===== config.mk =====
export PLATFORM = sky130hd
export DESIGN_NAME = inst_fetch
export DESIGN_NICKNAME = d
export VERILOG_FILES = /design/src/rtl/inst_fetch.sv
export SDC_FILE = /design/constraint.sdc
export NUM_CORES = 1
export LEC_CHECK = 0
export CORE_MARGIN = 10
export CORE_UTILIZATION = 42
export CTS_CLUSTER_SIZE = 30
export DETAILED_ROUTE_END_ITERATION = 7
export PLACE_DENSITY = 0.85
export SYNTH_ARGS = -nofsm -noshare
export SYNTH_HDL_FRONTEND = slang
export SYNTH_SLANG_ARGS = --single-unit

===== constraint.sdc =====
create_clock -name clk -period 2.37 [get_ports clk]
set_clock_uncertainty 0.2 [all_clocks]
set_input_delay 0.237 -clock clk [delete_from_list [all_inputs] [get_ports clk]]
set_output_delay 0.237 -clock clk [all_outputs]
set_load 0.02 [all_outputs]

===== src/rtl/inst_fetch.sv =====
// Instruction fetch stage for the RYSY core.
// Runs the imem handshake, holds the instruction register, and slices out the decoded fields.
module inst_fetch #(
  parameter logic [31:0] RESET_PC = 32'h0000_0000,
  parameter logic [31:0] NOP_INST = 32'h0000_0013
) (
  input  logic        clk,
  input  logic        rst,
  output logic        imem_req,
  output logic [31:0] imem_addr,
  input  logic        imem_ack,
  input  logic [31:0] imem_rdata,
  input  logic        stall,
  input  logic        redirect,
  input  logic [31:0] redirect_pc,
  output logic        inst_valid,
  output logic [31:0] pc,
  output logic [31:0] inst,
  output logic [4:0]  opcode,
  output logic [2:0]  func3,
  output logic [6:0]  func7,
  output logic [4:0]  rd,
  output logic [4:0]  rs1,
  output logic [4:0]  rs2,
  output logic        illegal
);

  typedef enum logic [1:0] {
    IDLE  = 2'd0,
    FETCH = 2'd1,
    EXEC  = 2'd2
  } state_e;

  state_e      state_q, state_d;
  logic [31:0] fetch_pc_q, fetch_pc_d;
  logic [31:0] pc_q, pc_d;
  logic [31:0] inst_q, inst_d;
  logic        inst_valid_q, inst_valid_d;
  logic [31:0] redirect_aligned;

  assign redirect_aligned = redirect_pc & ~32'd3;

  always_comb begin
    state_d      = state_q;
    fetch_pc_d   = fetch_pc_q;
    pc_d         = pc_q;
    inst_d       = inst_q;
    inst_valid_d = inst_valid_q;
    case (state_q)
      IDLE: begin
        state_d = FETCH;
      end
      FETCH: begin
        if (imem_ack) begin
          inst_d       = imem_rdata;
          pc_d         = fetch_pc_q;
          inst_valid_d = 1'b1;
          state_d      = EXEC;
        end
      end
      EXEC: begin
        // A stall freezes everything, including any redirect asserted alongside it.
        if (!stall) begin
          fetch_pc_d   = redirect ? redirect_aligned : pc_q + 32'd4;
          inst_d       = NOP_INST;
          inst_valid_d = 1'b0;
          state_d      = FETCH;
        end
      end
      default: begin
        state_d = IDLE;
      end
    endcase
  end

  always_ff @(posedge clk) begin
    if (rst) begin
      state_q      <= IDLE;
      fetch_pc_q   <= RESET_PC;
      pc_q         <= RESET_PC;
      inst_q       <= NOP_INST;
      inst_valid_q <= 1'b0;
    end else begin
      state_q      <= state_d;
      fetch_pc_q   <= fetch_pc_d;
      pc_q         <= pc_d;
      inst_q       <= inst_d;
      inst_valid_q <= inst_valid_d;
    end
  end

  // Request and address decode from registered state only, so no path from imem_ack.
  assign imem_req   = (state_q == FETCH);
  assign imem_addr  = fetch_pc_q;
  assign inst_valid = inst_valid_q;
  assign pc         = pc_q;
  assign inst       = inst_q;
  assign opcode     = inst_q[6:2];
  assign func3      = inst_q[14:12];
  assign func7      = inst_q[31:25];
  assign rd         = inst_q[11:7];
  assign rs1        = inst_q[19:15];
  assign rs2        = inst_q[24:20];
  assign illegal    = inst_valid_q & (inst_q[1:0] != 2'b11);

endmodule


# ---- Word-level counts from Yosys, hierarchy flattened
# Cells that the tools add are included.
# Widths: inputs -> output; s select.
dict set report totals {
  reg_bits 99
  in_bits 69
}
dict set report op_classes {
  add_sub_neg 1
  eq_ne 5
  n_mux 10
  n_bitwise 2
  reduce_logical 6
}
# operator n
set op_table {}
lappend op_table {{$mux 32} 3}
lappend op_table {{$pmux 32 s2} 1}
lappend op_table {{$add 32x3->32 const B} 1}
lappend op_table {{$pmux 2 s3} 1}
lappend op_table {{$reduce_and 2->1} 3}
lappend op_table {{$mux 2} 2}
lappend op_table {{$ne 2x2->1 const B} 2}
lappend op_table {{$reduce_and 3->1} 1}
lappend op_table {{$eq 2x1->1 const B} 1}
lappend op_table {{$eq 2x2->1 const B} 1}
lappend op_table {{$logic_not 2->1} 1}
lappend op_table {{$mux 1} 2}
lappend op_table {{$ne 2x1->1 const B} 1}
lappend op_table {{$pmux 1 s2} 1}
lappend op_table {{$reduce_bool 2->1} 1}
lappend op_table {{$and 1x1->1} 1}
lappend op_table {{$not 1->1} 1}

# ---- Depth between registers and ports, before layout
# Gate-level depths: netlist (run 1).
dict set report depth {
  depth_word 3
  depth_mapped 7
}

# ---- Worst setup path before layout (run 1)
# Ideal clock, no wire load.
dict set report synth_path {
  kind {flip-flop to flip-flop}
  startpoint {reg pc_q[2], in the netlist pc[2]}
  endpoint {reg fetch_pc_q[26], in the netlist imem_addr[26]}
  setup_time_ps 95
  t_arrival_ps 1910
  required_ps 2075
  slack_ps 165
  path_stages_with_launch 7
  path_buffers 0
  synth_period_minus_slack_ps 2205
  path_cell_list {dfxtp_1 ha_1 and4_2 nand4_2 nor4_1 xnor2_1 a221oi_1}
}
dict set report synth_via {
  elab_chain_cells 2
}
# element line_no
set synth_lines {}
lappend synth_lines {{start: declaration} 36} ;# logic [31:0] pc_q, pc_d;
lappend synth_lines {{start signal: assignment} 86} ;# pc_q <= pc_d;
lappend synth_lines {{$add 32x3->32} 64} ;# fetch_pc_d = redirect ? redirect_aligned : pc_q + 32'd4;
lappend synth_lines {{$mux 32} 64}
lappend synth_lines {{end signal: assignment} 85} ;# fetch_pc_q <= fetch_pc_d;
lappend synth_lines {{end: declaration} 35} ;# logic [31:0] fetch_pc_q, fetch_pc_d;
# No other way between the ends.
# A chain may end at the register's enable or synchronous reset.

# ---- Worst setup path in the final report (run 1)
dict set report layout_path {
  startpoint {reg pc_q[3], in the netlist pc[3]}
  endpoint {reg fetch_pc_q[20], in the netlist imem_addr[20]}
}
# The elaborated chain is that of the path after synthesis.

==> results.sh, run 1 <==
export IMPL_status="finished, final reports clean"
export IMPL_fin_crit_ns=2.267
export IMPL_antennaDiodeCount=0
export IMPL_grt_max_degree=63
export IMPL_root_buffer="clkbuf_8"
export IMPL_power_density_nw_per_um2=500.5
export IMPL_drc_errors=0
export IMPL_worstSkewPairLatency_ns=0.36
export IMPL_synth_cell_types=42
export IMPL_track_usage_pct=19.77
export IMPL_clock_sinks=99
export IMPL_cts_tree="yes"
export IMPL_worst_r2r_cell_count=7
export IMPL_p_int_mw=2.370
export IMPL_cts_buffers=9
export IMPL_clkTransAtPathRegs_ns=0.10
export IMPL_r2r_slack_ns=0.10
export IMPL_grt_pass1_wl_mm=24.09
export IMPL_min_to="pc[0]$_SDFFE_PP0P_"
export IMPL_max_cap_violations=0
export IMPL_coreArea_um2=10280
export IMPL_routed_wl_mm=15.44
export IMPL_slew_headroom_pct=46.09
export IMPL_numPortBuffers=195
export IMPL_row_count=37
export IMPL_clock_path_buffers=2
export IMPL_wl_per_cell_um=18.35
export IMPL_start_kind="flip-flop"
export IMPL_p_leak_nw=2.190
export IMPL_setup_viol_count_final=0
export IMPL_maxSlewViolCount=0
export IMPL_synth_seq_area_share_pct=45.04
export IMPL_synth_cells=540
export IMPL_num_vias=4539
export IMPL_nFillCells=860
export IMPL_die_h_um=122.4
export IMPL_synth_ff_type="dfxtp_1"
export IMPL_fin_crit_sh_pct=95.67
export IMPL_r2r_end="imem_addr[20]$_SDFFE_PP0P_"
export IMPL_drive_gt1_share_pct=6.667
export IMPL_hold_path_depth=2
export IMPL_antenna_found_initial=0
export IMPL_cp_max_fo=6
export IMPL_swShare_pct=27.32
export IMPL_start_util_pct=42.82
export IMPL_synth_avg_cell_area_um2=8.149
export IMPL_areaGrowthSynthToFinish_pct=48.08
export IMPL_final_setup_worst_slack_ns=0.1026
export IMPL_multi_input_area_um2=2049
export IMPL_clkPwrFrac_pct=30.8
export IMPL_tns_ns=0
export IMPL_reg2reg_from="pc[3]$_SDFFE_PP0P_"
export IMPL_overflow=0
export IMPL_async_flop_share_pct=0
export IMPL_via_per_inst=5.397
export IMPL_die_area_um2=14970
export IMPL_htree_levels=3
export IMPL_hold_violations=0
export IMPL_initialDrtViolationCount=339
export IMPL_pre_cts_slack_ns=-0.1404
export IMPL_worstHoldStart="imem_addr[0]$_SDFFE_PP0P_"
export IMPL_yosysWarnings=0
export IMPL_cp_end_kind="flip-flop"
export IMPL_fp_dieW_um=122.4
export IMPL_ir_worst_vdd_mv=0.2724
export IMPL_p_sw_mw=0.8909
export IMPL_seq_area_um2=1983
export IMPL_ys_ff_latch=99
export IMPL_rsz0062_at_grt="false"
export IMPL_detailed_place_hpwl_mm=11.43
export IMPL_final_net_count=770
export IMPL_synth_nets=610
export IMPL_timing_hold_ws_ns=0.2675
export IMPL_ant_nets=0
export IMPL_grt_pass1_vias=4644
export IMPL_total_power_mw=3.261
export IMPL_crit_type="reg2reg"
export IMPL_crit_arrival_ns=2.35
export IMPL_synth_edf_count=0
export IMPL_ioPinCount=198
export IMPL_worstMarginPinSlew_ns=0.8086
export IMPL_hp_class="reg2reg"
export IMPL_drt_pass1_iter_count=5
export IMPL_netlist_area_um2=4400
export IMPL_seq_power_share_pct=53.3
export IMPL_timing_fmax_mhz=441.0
export IMPL_combPwrFrac_pct=15.9
export IMPL_gp_congestion=0.8721
export IMPL_cp_required_ns=2.45
[how the worst max path moves through the flow]
stage                                   from                    endpoint  cells after the start
after floorplan           pc[2]$_SDFFE_PP0P_  imem_addr[26]$_SDFFE_PP0P_                      6
after global placement                 stall       inst[23]$_SDFFE_PP0P_                      6
after detailed placement               stall       inst[27]$_SDFFE_PP0P_                      6
after CTS                 pc[2]$_SDFFE_PP0P_  imem_addr[20]$_SDFFE_PP0P_                      7
after global routing      pc[3]$_SDFFE_PP0P_  imem_addr[20]$_SDFFE_PP0P_                      7
final                     pc[3]$_SDFFE_PP0P_  imem_addr[20]$_SDFFE_PP0P_                      7
[power groups by stage]
| stage | sequential, mW | clock (mW) | combinational, mW |
|---|---|---|---|
| 3_3_place_gp | 1.77 | 0 | 0.504 |
| 2_1_floorplan | 1.81 | 0 | 0.212 |
| 3_5_place_dp | 1.78 | 0 | 0.517 |
| 6_report | 1.74 | 1.00 | 0.518 |
| 4_1_cts | 1.74 | 1.02 | 0.521 |
| 5_1_grt | 1.74 | 1.09 | 0.552 |
[worst max-delay path: stages, from the launching register on]
cell and delay (ns):
dfxtp_1 0.44, ha_1 0.24, and4_2 0.29, nand4_2 0.21, buf_4 0.24, nor3_1 0.23
xnor2_1 0.11, a211oi_1 0.22
[registers in the layout, summed over array words and instances, names as in the netlist]
signal      cells
imem_addr      32
inst           32
pc             32
state_q         2
inst_valid      1
[cells by family (layout without fill, tap and decap cells)]
kind of cell	after synthesis	after routing	synth area share, %
flops	99	99	45.04
simple gates	212	212	22.15
buf+inv	72	237	8.871
fa+ha+maj	1	1	0.2843
compound gates	127	127	17.86
xor+xnor	28	28	5.573
mux	1	1	0.2275
[routing by layer]
metal	wire length [µm]	GRT usage, %	part of all wire [%]	vias to the layer above
li1	-	-	-	2156
met1	6039	21.76	39	2159
met2	7520	34.08	49	207
met3	1735	8.448	11	17
met4	142	5.670	0.92	0
met5	0	0	0	-
[placed cells by master (no fill, tap or decap), drive strengths merged, types with 3 or more instances in the layout]
master	netlist	layout
dfxtp	99	99
a31oi	3	3
and3	14	14
xor2	3	3
o21ai	8	8
a221oi	3	3
a22oi	29	29
clkbuf	34	11
a211oi	5	5
nor4	8	8
and4	4	4
clkdlybuf4s50	0	194
inv	6	7
nand3	9	9
o22ai	14	14
nand2	100	100
buf	32	20
nor2	49	49
a21oi	56	56
nand4	6	6
xnor2	25	25
nor3	11	11
or3	3	3
o211ai	5	5
[per-stage QoR]
step           instance area (µm²)  std cells  util [%]
4_1_cts                       6496        840     63.21
3_5_place_dp                  6307        823     61.37
3_3_place_gp                  6307        823     61.37
2_1_floorplan                 4400        540         -
5_1_grt                       6516        841     63.40
6_report                      6516        841     63.40
[timing repair]
action,CTS,global route
hold buffers,1,0
buffers inserted,0,1
resized for setup,0,3
endpoints found under the setup margin,0,6
hold endpoints to repair,1,0
[Yosys cell counts, types with 2 or more instances]
cell type	n	area share [%]
dfxtp_1	99	45
nand2_1	99	8.4
a21oi_1	56	6.4
nor2_1	49	4.2
clkbuf_1	34	2.9
buf_4	30	5.1
a22oi_1	29	4.9
xnor2_1	25	5.0
and3_1	14	2.0
o22ai_1	14	2.0
nor3_1	10	1.1
nand3_1	9	1.0
o21ai_0	8	0.91
nor4_1	7	1.0
inv_1	6	0.51
a211oi_1	5	0.85
nand4_1	5	0.71
o211ai_1	5	0.85
a221oi_1	3	0.60
a31oi_1	3	0.43
and4_1	3	0.60
or3_1	3	0.43
xor2_1	3	0.60
nand2b_1	2	0.28
nor2b_1	2	0.28
[final cells by class]
cell class	count	area share, %
multi-input cells	369	31.45
clock buffers	11	2.170
well taps	136	2.611
repair buffers	215	32.41
clock inverters	5	0.5760
inverters	6	0.3456
flip-flops and latches	99	30.43
No activity file was read; power rests on OpenSTA's default activity.
==> run 2: changes to the inputs <==
--- a/config.mk
+++ b/config.mk
@@ -10,6 +10,7 @@
 export CTS_CLUSTER_SIZE = 30
 export DETAILED_ROUTE_END_ITERATION = 7
 export PLACE_DENSITY = 0.85
+export SLEW_MARGIN = 15
 export SYNTH_ARGS = -nofsm -noshare
 export SYNTH_HDL_FRONTEND = slang
 export SYNTH_SLANG_ARGS = --single-unit
==> results of run 2 <==
Final layout, timing and power as in run 1 (identical DEF).
